$ cat src/rtl/simpson_integrator_p.sv
// Composite Simpson's-rule integrator over [a, b] with unit step, Horner polynomial
// evaluation, an optional trailing trapezoid interval and an exact restoring divide by 6.
module simpson_integrator_p #(
  parameter int unsigned W     = 16,
  parameter int unsigned DEG   = 3,
  parameter int unsigned ACC_W = 32
) (
  input  logic             clk,
  input  logic             reset,
  input  logic             in_valid,
  output logic             in_ready,
  input  logic [W-1:0]     in_data,
  output logic             out_valid,
  input  logic             out_ready,
  output logic [ACC_W-1:0] out_data,
  output logic             error,
  output logic             busy
);

  localparam int unsigned NWORDS = DEG + 3;
  localparam int unsigned IDX_W  = $clog2(NWORDS + 1);
  localparam int unsigned STEP_W = $clog2(DEG + 2);
  localparam int unsigned CNT_W  = $clog2(ACC_W + 1);

  typedef enum logic [2:0] {
    S_LOAD,
    S_CHECK,
    S_PAIR,
    S_EVAL,
    S_ACC,
    S_DIV,
    S_DONE,
    S_ERR
  } state_t;

  state_t              state_q, state_d;
  logic [IDX_W-1:0]    idx_q, idx_d;
  logic [ACC_W-1:0]    coef_q [0:DEG];
  logic [ACC_W-1:0]    coef_d [0:DEG];
  logic [W-1:0]        a_q, a_d;
  logic [W-1:0]        b_q, b_d;
  logic [ACC_W-1:0]    x_q, x_d;
  logic [ACC_W-1:0]    bu_q, bu_d;
  logic                odd_q, odd_d;
  logic                trap_q, trap_d;
  logic [ACC_W-1:0]    s_q, s_d;
  logic [ACC_W-1:0]    t_q, t_d;
  logic [ACC_W-1:0]    xp_q, xp_d;
  logic [ACC_W-1:0]    hacc_q, hacc_d;
  logic [STEP_W-1:0]   step_q, step_d;
  logic [1:0]          pt_q, pt_d;
  logic [ACC_W-1:0]    f_q [0:2];
  logic [ACC_W-1:0]    f_d [0:2];
  logic [ACC_W-1:0]    dvd_q, dvd_d;
  logic [2:0]          rem_q, rem_d;
  logic [CNT_W-1:0]    cnt_q, cnt_d;
  logic                in_ready_q, in_ready_d;
  logic                out_valid_q, out_valid_d;
  logic [ACC_W-1:0]    out_data_q, out_data_d;
  logic                error_q, error_d;
  logic                busy_q, busy_d;

  logic [ACC_W-1:0]    coef_sel;
  logic [ACC_W-1:0]    prod;
  logic [ACC_W-1:0]    hval;
  logic [3:0]          rem_sh;
  logic                qbit;
  logic                last_pt;

  always_comb begin
    state_d     = state_q;
    idx_d       = idx_q;
    coef_d      = coef_q;
    a_d         = a_q;
    b_d         = b_q;
    x_d         = x_q;
    bu_d        = bu_q;
    odd_d       = odd_q;
    trap_d      = trap_q;
    s_d         = s_q;
    t_d         = t_q;
    xp_d        = xp_q;
    hacc_d      = hacc_q;
    step_d      = step_q;
    pt_d        = pt_q;
    f_d         = f_q;
    dvd_d       = dvd_q;
    rem_d       = rem_q;
    cnt_d       = cnt_q;
    in_ready_d  = in_ready_q;
    out_valid_d = out_valid_q;
    out_data_d  = out_data_q;
    error_d     = error_q;
    busy_d      = busy_q;

    // Horner step: step 0 seeds with a_DEG, later steps fold in a_(DEG-step).
    coef_sel = '0;
    for (int unsigned k = 0; k <= DEG; k++) begin
      if (k == DEG - 32'(step_q)) coef_sel = coef_q[k];
    end
    prod    = hacc_q * xp_q;
    hval    = (step_q == '0) ? coef_sel : prod + coef_sel;
    last_pt = trap_q ? (pt_q == 2'd1) : (pt_q == 2'd2);

    rem_sh = {rem_q, dvd_q[ACC_W-1]};
    qbit   = (rem_sh >= 4'd6);

    case (state_q)
      S_LOAD: begin
        in_ready_d = 1'b1;
        if (in_valid && in_ready_q) begin
          for (int unsigned k = 0; k <= DEG; k++) begin
            if (k == 32'(idx_q)) coef_d[k] = ACC_W'(in_data);
          end
          if (32'(idx_q) == DEG + 1) a_d = in_data;
          if (32'(idx_q) == DEG + 2) begin
            b_d        = in_data;
            idx_d      = '0;
            in_ready_d = 1'b0;
            busy_d     = 1'b1;
            state_d    = S_CHECK;
          end else begin
            idx_d = idx_q + 1'b1;
          end
        end
      end

      S_CHECK: begin
        if (a_q >= b_q) begin
          out_valid_d = 1'b1;
          out_data_d  = '0;
          error_d     = 1'b1;
          state_d     = S_ERR;
        end else begin
          odd_d   = a_q[0] ^ b_q[0];
          x_d     = ACC_W'(a_q);
          bu_d    = ACC_W'(b_q) - ACC_W'(a_q[0] ^ b_q[0]);
          s_d     = '0;
          t_d     = '0;
          state_d = S_PAIR;
        end
      end

      S_PAIR: begin
        if (x_q < bu_q) begin
          xp_d    = x_q;
          pt_d    = 2'd0;
          step_d  = '0;
          trap_d  = 1'b0;
          state_d = S_EVAL;
        end else if (odd_q) begin
          xp_d    = bu_q;
          pt_d    = 2'd0;
          step_d  = '0;
          trap_d  = 1'b1;
          state_d = S_EVAL;
        end else begin
          dvd_d   = (s_q << 1) + (t_q << 1) + t_q;
          rem_d   = '0;
          cnt_d   = '0;
          state_d = S_DIV;
        end
      end

      S_EVAL: begin
        hacc_d = hval;
        if (32'(step_q) == DEG) begin
          case (pt_q)
            2'd0:    f_d[0] = hval;
            2'd1:    f_d[1] = hval;
            default: f_d[2] = hval;
          endcase
          if (last_pt) begin
            state_d = S_ACC;
          end else begin
            pt_d   = pt_q + 1'b1;
            xp_d   = xp_q + 1'b1;
            step_d = '0;
          end
        end else begin
          step_d = step_q + 1'b1;
        end
      end

      S_ACC: begin
        if (trap_q) begin
          // Trapezoid closes the interval; N = 2S + 3T feeds the divider directly.
          t_d     = f_q[0] + f_q[1];
          dvd_d   = (s_q << 1) + (t_d << 1) + t_d;
          rem_d   = '0;
          cnt_d   = '0;
          state_d = S_DIV;
        end else begin
          s_d     = s_q + f_q[0] + (f_q[1] << 2) + f_q[2];
          x_d     = x_q + ACC_W'(2);
          state_d = S_PAIR;
        end
      end

      S_DIV: begin
        rem_d = qbit ? 3'(rem_sh - 4'd6) : rem_sh[2:0];
        dvd_d = {dvd_q[ACC_W-2:0], qbit};
        if (32'(cnt_q) == ACC_W - 1) begin
          out_data_d  = {dvd_q[ACC_W-2:0], qbit};
          out_valid_d = 1'b1;
          error_d     = 1'b0;
          state_d     = S_DONE;
        end else begin
          cnt_d = cnt_q + 1'b1;
        end
      end

      S_DONE, S_ERR: begin
        if (out_ready) begin
          out_valid_d = 1'b0;
          error_d     = 1'b0;
          busy_d      = 1'b0;
          idx_d       = '0;
          state_d     = S_LOAD;
        end
      end

      default: state_d = S_LOAD;
    endcase
  end

  always_ff @(posedge clk) begin
    if (reset) begin
      state_q     <= S_LOAD;
      idx_q       <= '0;
      coef_q      <= '{default: '0};
      a_q         <= '0;
      b_q         <= '0;
      x_q         <= '0;
      bu_q        <= '0;
      odd_q       <= 1'b0;
      trap_q      <= 1'b0;
      s_q         <= '0;
      t_q         <= '0;
      xp_q        <= '0;
      hacc_q      <= '0;
      step_q      <= '0;
      pt_q        <= '0;
      f_q         <= '{default: '0};
      dvd_q       <= '0;
      rem_q       <= '0;
      cnt_q       <= '0;
      in_ready_q  <= 1'b0;
      out_valid_q <= 1'b0;
      out_data_q  <= '0;
      error_q     <= 1'b0;
      busy_q      <= 1'b0;
    end else begin
      state_q     <= state_d;
      idx_q       <= idx_d;
      coef_q      <= coef_d;
      a_q         <= a_d;
      b_q         <= b_d;
      x_q         <= x_d;
      bu_q        <= bu_d;
      odd_q       <= odd_d;
      trap_q      <= trap_d;
      s_q         <= s_d;
      t_q         <= t_d;
      xp_q        <= xp_d;
      hacc_q      <= hacc_d;
      step_q      <= step_d;
      pt_q        <= pt_d;
      f_q         <= f_d;
      dvd_q       <= dvd_d;
      rem_q       <= rem_d;
      cnt_q       <= cnt_d;
      in_ready_q  <= in_ready_d;
      out_valid_q <= out_valid_d;
      out_data_q  <= out_data_d;
      error_q     <= error_d;
      busy_q      <= busy_d;
    end
  end

  assign in_ready  = in_ready_q;
  assign out_valid = out_valid_q;
  assign out_data  = out_data_q;
  assign error     = error_q;
  assign busy      = busy_q;

endmodule

$ cat config.mk
export PLATFORM = sky130hd
export DESIGN_NAME = simpson_integrator_p
export DESIGN_NICKNAME = d
export VERILOG_FILES = /design/src/rtl/simpson_integrator_p.sv
export SDC_FILE = /design/constraint.sdc
export NUM_CORES = 2
export LEC_CHECK = 0
export CAP_MARGIN = 20
export CORE_MARGIN = 2
export CORE_UTILIZATION = 40
export CTS_CLUSTER_SIZE = 28
export DETAILED_ROUTE_END_ITERATION = 8
export PLACE_DENSITY = 0.66
export SYNTH_ARGS = -nofsm -noshare
export SYNTH_HDL_FRONTEND = slang
export SYNTH_SLANG_ARGS = --single-unit
$ cat constraint.sdc
create_clock -name clk -period 7.2 [get_ports clk]
set_input_delay 2.16 -clock clk [delete_from_list [all_inputs] [get_ports clk]]
set_output_delay 2.16 -clock clk [all_outputs]
set_load 0.02 [all_outputs]
; ---- After elaboration in Yosys (flattened, before gate mapping)
; Cells that the tools add are included.
[word_totals]
inputBits = 20
memories = 0
latchBits = 0
romBits = 0
ff_bits = 474
ramBits = 0
[op_classes]
magnitude_cmp = 3
addsub = 18
n_mul = 1
shifts = 0
div = 0
bitwise_logic = 4
n_mux = 73
reduce_logical = 37
eq_ne = 35
[op_table]
columns = op, n
row1 = $mux 32, 15
row2 = $pmux 32 s2, 5
row3 = $add 32x32->32, 9
row4 = $pmux 32 s3, 1
row5 = $eq 2x32->1 const A, 2
row6 = $mux 16, 4
row7 = $mux 3, 20
row8 = $reduce_and 3->1, 14
row9 = $add 32x1->32 const B, 1
row10 = $add 32x2->32 const B, 1
row11 = $eq 1x32->1 const A, 1
row12 = $logic_not 32->1, 1
row13 = $lt 32x32->1, 1
row14 = $mul 32x32->32, 1
row15 = $ne 2x2->1 const B, 14
row16 = $mux 6, 4
row17 = $pmux 3 s7, 1
row18 = $eq 3x3->1 const B, 6
row19 = $pmux 6 s3, 1
row20 = $sub 16x1->17, 1
row21 = $ge 16x16->1, 1
row22 = $reduce_and 4->1, 4
row23 = $pmux 3 s2, 2
row24 = $mux 1, 11
row25 = other kinds (30), 50

; ---- Longest topological paths before layout
[logic_depth]
ltp_word = 8
depth_mapped = 35

; ---- Least setup slack after synthesis
; Ideal clock, no wire load.
[synth_timing]
path_kind = flip-flop to flip-flop
startpoint = register step_q[0]
endpoint = register f_q[61] in the netlist's numbering
setup_time_ns = 0.074
arrival_ns = 7.428
required_time_ns = 7.126
stages_incl_launch_ff = 36
setup_slack_ns = -0.302
n_path_buf = 2
cell_sequence = dfxtp_1 -> ha_1 -> clkbuf_1 -> clkbuf_1 -> nand2_1 -> nor2_1 -> a21oi_1 -> nor2_1 -> a21oi_1 -> o21ai_0 -> nand2_1 -> fa_1 -> inv_1 -> fa_1 -> fa_1 -> inv_1 -> fa_1 -> inv_1 -> ha_1 -> ha_1 -> fa_1 -> inv_1 -> fa_1 -> inv_1 -> ha_1 -> a21o_1 -> a21oi_1 -> nor3b_1 -> o21bai_1 -> a31oi_1 -> o21ai_0 -> a41oi_1 -> nor2b_1 -> xnor2_1 -> nand2_1 -> o21ai_0
[synth_between]
elab_chain_cells = 8
elab_cells_between_ends = 14
classes_between = add/sub: 2 / eq/ne: 4 / mux: 5 / reduce/logical: 3
[synth_lines]
columns = item, line
row1 = from (decl), 50  ; logic [STEP_W-1:0] step_q, step_d;
row2 = from (signal assigned), 267  ; step_q <= step_d;
row3 = $sub 2x3->4, 99  ; if (k == DEG - 32'(step_q)) coef_sel = coef_q[k];
row4 = $logic_not 32->1, 99
row5 = $mux 16 (4 in a row), 99
row6 = $add 32x32->32, 102  ; hval = (step_q == '0) ? coef_sel : prod + coef_sel;
row7 = $mux 32, 102
row8 = to (signal assigned), 244  ; f_q <= '{default: '0};
row9 = to (signal assigned), 269  ; f_q <= f_d;
row10 = to (decl), 52  ; logic [ACC_W-1:0] f_q [0:2];
; Parallel ways exist; a longest one is shown, timed or not.
; A chain may end at the register's enable or synchronous reset.

; ---- Worst setup path after layout
[layout_timing]
startpoint = register step_q[0]
endpoint = register hacc_q[30]
[layout_between]
elab_chain_cells = 8
elab_cells_between_ends = 12
classes_between = add/sub: 2 / eq/ne: 3 / mux: 5 / reduce/logical: 2
[layout_lines]
columns = item, line
row1 = $sub 2x3->4, 99
row2 = $logic_not 32->1, 99
row3 = $mux 16 (4 in a row), 99
row4 = $add 32x32->32, 102
row5 = $mux 32 *, 102
row6 = to (signal assigned), 241  ; hacc_q <= '0;
row7 = to (signal assigned), 266  ; hacc_q <= hacc_d;
row8 = to (decl), 49  ; logic [ACC_W-1:0] hacc_q, hacc_d;
; Mark *: on every way between the ends. The rest lies on a longest branch, timed or not.

==> impl_metrics.toml <==
[status]
status = "finished, violations left"
failed_checks = "negative setup slack"

[worst_setup_path]
cp_max_fo = 6
endpoint_kind = "flip-flop"
regToRegSetupSlack_ns = -0.08
arrival_ns = 7.74
worst_path_max_delay_cell = "fa_1"
rr_endpoint = "hacc_q[30]"
r2r_start = "step_q[0]"
start_kind = "flip-flop"
path_class = "reg2reg"
cpPeakStageDelay_ns = 0.52
critical_path_required_ns = 7.66
worstRegToRegCells = 34

[timing]
tightest_slew_ns = 1.128
rsz0062_at_grt = "true"
worst_slack_ns = -0.07999
final.setup.tns_ns = -0.3365
slew-limit-headroom = 0.2400
max_freq_mhz = 137.4
fin_crit_sh = 1.011
skew_ns = 0.03337
setup_viol = 8
fin_crit_ns = 7.280
hold_ws_ns = 0.4528
maxSlewViolCount = 0
finalHoldViolCount = 0

[global_route]
grt_start_max_net_pins = 93
grt_pass1_vias = 38105
grt_pass1_wl_mm = 212.8
grt_use_total = 0.2298
grt-ovfl-total = 0
antenna_found_initial = 2

[yosys]
async_reset_ff_frac = 0
yosys_warnings = 0
synth.most_common_cell = "nand2_1"
syn_area_per_cell_um2 = 8.442
synthTopCellsByArea = "fa_1 24%, dfxtp_1 20%, ha_1 8.8%"
synth_edf_count = 0
synth_nets = 6217
synth_cell_types = 88
synthCells = 5335
ys_ff_latch = 457
synth_commonest_cells = "750 x nand2_1, 545 x fa_1, 502 x inv_1"
synth_area_mm2 = 0.04504
yosysTopAreaCell = "fa_1"
synthFlopType = "dfxtp_1"
ys_seq_area_frac = 0.2031
netlist.area_leader.share = 0.2422

[finish]
fillers = 10770
multi_input_area_mm2 = 0.03373
synthToLayoutAreaGrowth_pct = 14.45
layout-drive-gt1-share = 0.1132
n_antenna_cell = 0
ff_latch_area_mm2 = 0.009164
fin_nets = 6282
fin_area_mm2 = 0.05155
final_util = 0.4601

[placed_design]
gp_congestion = 0.9372
port-buffer-count = 55
preCtsSetupSlack_ns = -0.6602
place_area_mm2 = 0.04855
hpwl_mm = 101.8

[clocking]
ctsHoldBuffers = 0
cts_buffer_depth = 3
clkSinkCount = 457
cts_tree = "built"
clock_tree.root_cell = "clkbuf_16"
path_clk_slew_ns = 0.06
worstSkewPairLatency_ns = 0.63
h-tree-depth = 2
cts_inserted_buffers = 50

[min_path]
hold_depth = 2
min_to = "coef_q[43]"
min_path_type = "reg2reg"
hp-start = "coef_q[43]"

[die]
chipWidth_um = 339.6
die_h_um = 339.6
io_pins = 56
start_util = 0.4020
fp.coreArea_mm2 = 0.1120
rows = 123
dieArea_mm2 = 0.1153

[power_and_ir_drop]
irDropWorstVdd_mv = 0.2704
power_density_mw_per_mm2 = 113.2
leakage_nw = 22.63

[routing]
drt-total-wl_mm = 132.6
via_count = 37892
drt_first_pass_iters = 5
wire_per_inst_um = 19.11
drt_iter0_drc = 3186
final_antenna_net_count = 0
route.detailed.drc = 0
vias_per_cell = 5.460

[flow_run]
cap_viol_max_count = 0
==> critical path: cells and delay by family (launching register included) <==
family,cells,cell delay (ns)
fa+ha+maj,10,3.82
compound gates,12,2.00
simple gates,6,0.38
flops,1,0.33
buf+inv,5,0.33
xor+xnor,1,0.25
==> logic make-up (layout without fill, tap and decap cells) <==
logic type | Yosys count | after routing | synth area share
xor+xnor | 222 | 222 | 0.04317
fa+ha+maj | 862 | 862 | 0.3303
buf+inv | 815 | 920 | 0.07067
compound gates | 1125 | 1125 | 0.1593
flops | 457 | 457 | 0.2031
simple gates | 1832 | 1832 | 0.1885
mux | 22 | 22 | 0.004945
==> cells in the final DEF, fill, tap and decap left out, drive strengths merged, types with 101 or more instances in the layout <==
cell and instances:
a211oi 118, a21o 101, a21oi 452, and2 350
buf 271, dfxtp 457, fa 545, ha 317
inv 503, nand2 750, nand3 186, nor2 337
o21ai 197, xnor2 152
==> how the worst max path moves through the flow <==
stage | to | start | cells past startpoint | slack, ns
after global routing | hacc_q[24] | step_q[0] | 32 | -0.36
after floorplan | f_q[61] | step_q[1] | 35 | 0.01
final | hacc_q[30] | step_q[0] | 34 | -0.08
after global placement | hacc_q[23] | step_q[0] | 34 | -0.55
after CTS | hacc_q[24] | step_q[0] | 32 | -0.18
after detailed placement | f_q[93] | step_q[0] | 34 | -0.66
==> state kept, by name (all words and copies together), names as in the netlist, 6 cells and up <==
| signal | flops |
|---|---|
| cnt_q | 6 |
| dvd_q | 32 |
| xp_q | 32 |
| bu_q | 17 |
| s_q | 31 |
| hacc_q | 32 |
| f_q | 95 |
| b_q | 16 |
| t_q | 32 |
| a_q | 16 |
| coef_q | 64 |
| x_q | 32 |
| out_data | 32 |
==> layer usage <==
layer	track usage	part of all wire	vias to the layer above
li1	-	-	17725
met1	0.3230	0.44	18738
met2	0.3747	0.46	1193
met3	0.02380	0.064	236
met4	0.06554	0.031	0
met5	0	0	-
==> area by class of cell <==
cell class | instances | share of cell area
clock inverters | 24 | 0.006821
flip-flops and latches | 457 | 0.1778
multi-input cells | 4063 | 0.6543
inverters | 503 | 0.03663
clock buffers | 68 | 0.02835
repair buffers | 325 | 0.05966
well taps | 1500 | 0.03641
==> power breakdown <==
part           switching, W  internal [W]
Combinational      0.000283     0.0000999
Sequential        0.0000271       0.00256
Clock               0.00118       0.00168
Total               0.00149       0.00434
==> through the flow <==
stage | power [W] | cells
6_report | 0.005835 | 6940
5_1_grt | 0.006003 | 6940
4_1_cts | 0.005859 | 6937
3_5_place_dp | 0.003018 | 6830
3_3_place_gp | 0.003014 | 6828
2_1_floorplan | 0.002898 | 5335
==> timing repair <==
action                     in CTS  in global routing
pin swaps                      87                132
setup buffers                  16                  7
cloned                          1                  0
resized for setup             123                146
setup endpoints to repair      75                 84
Power figures use the tool's default switching activity.
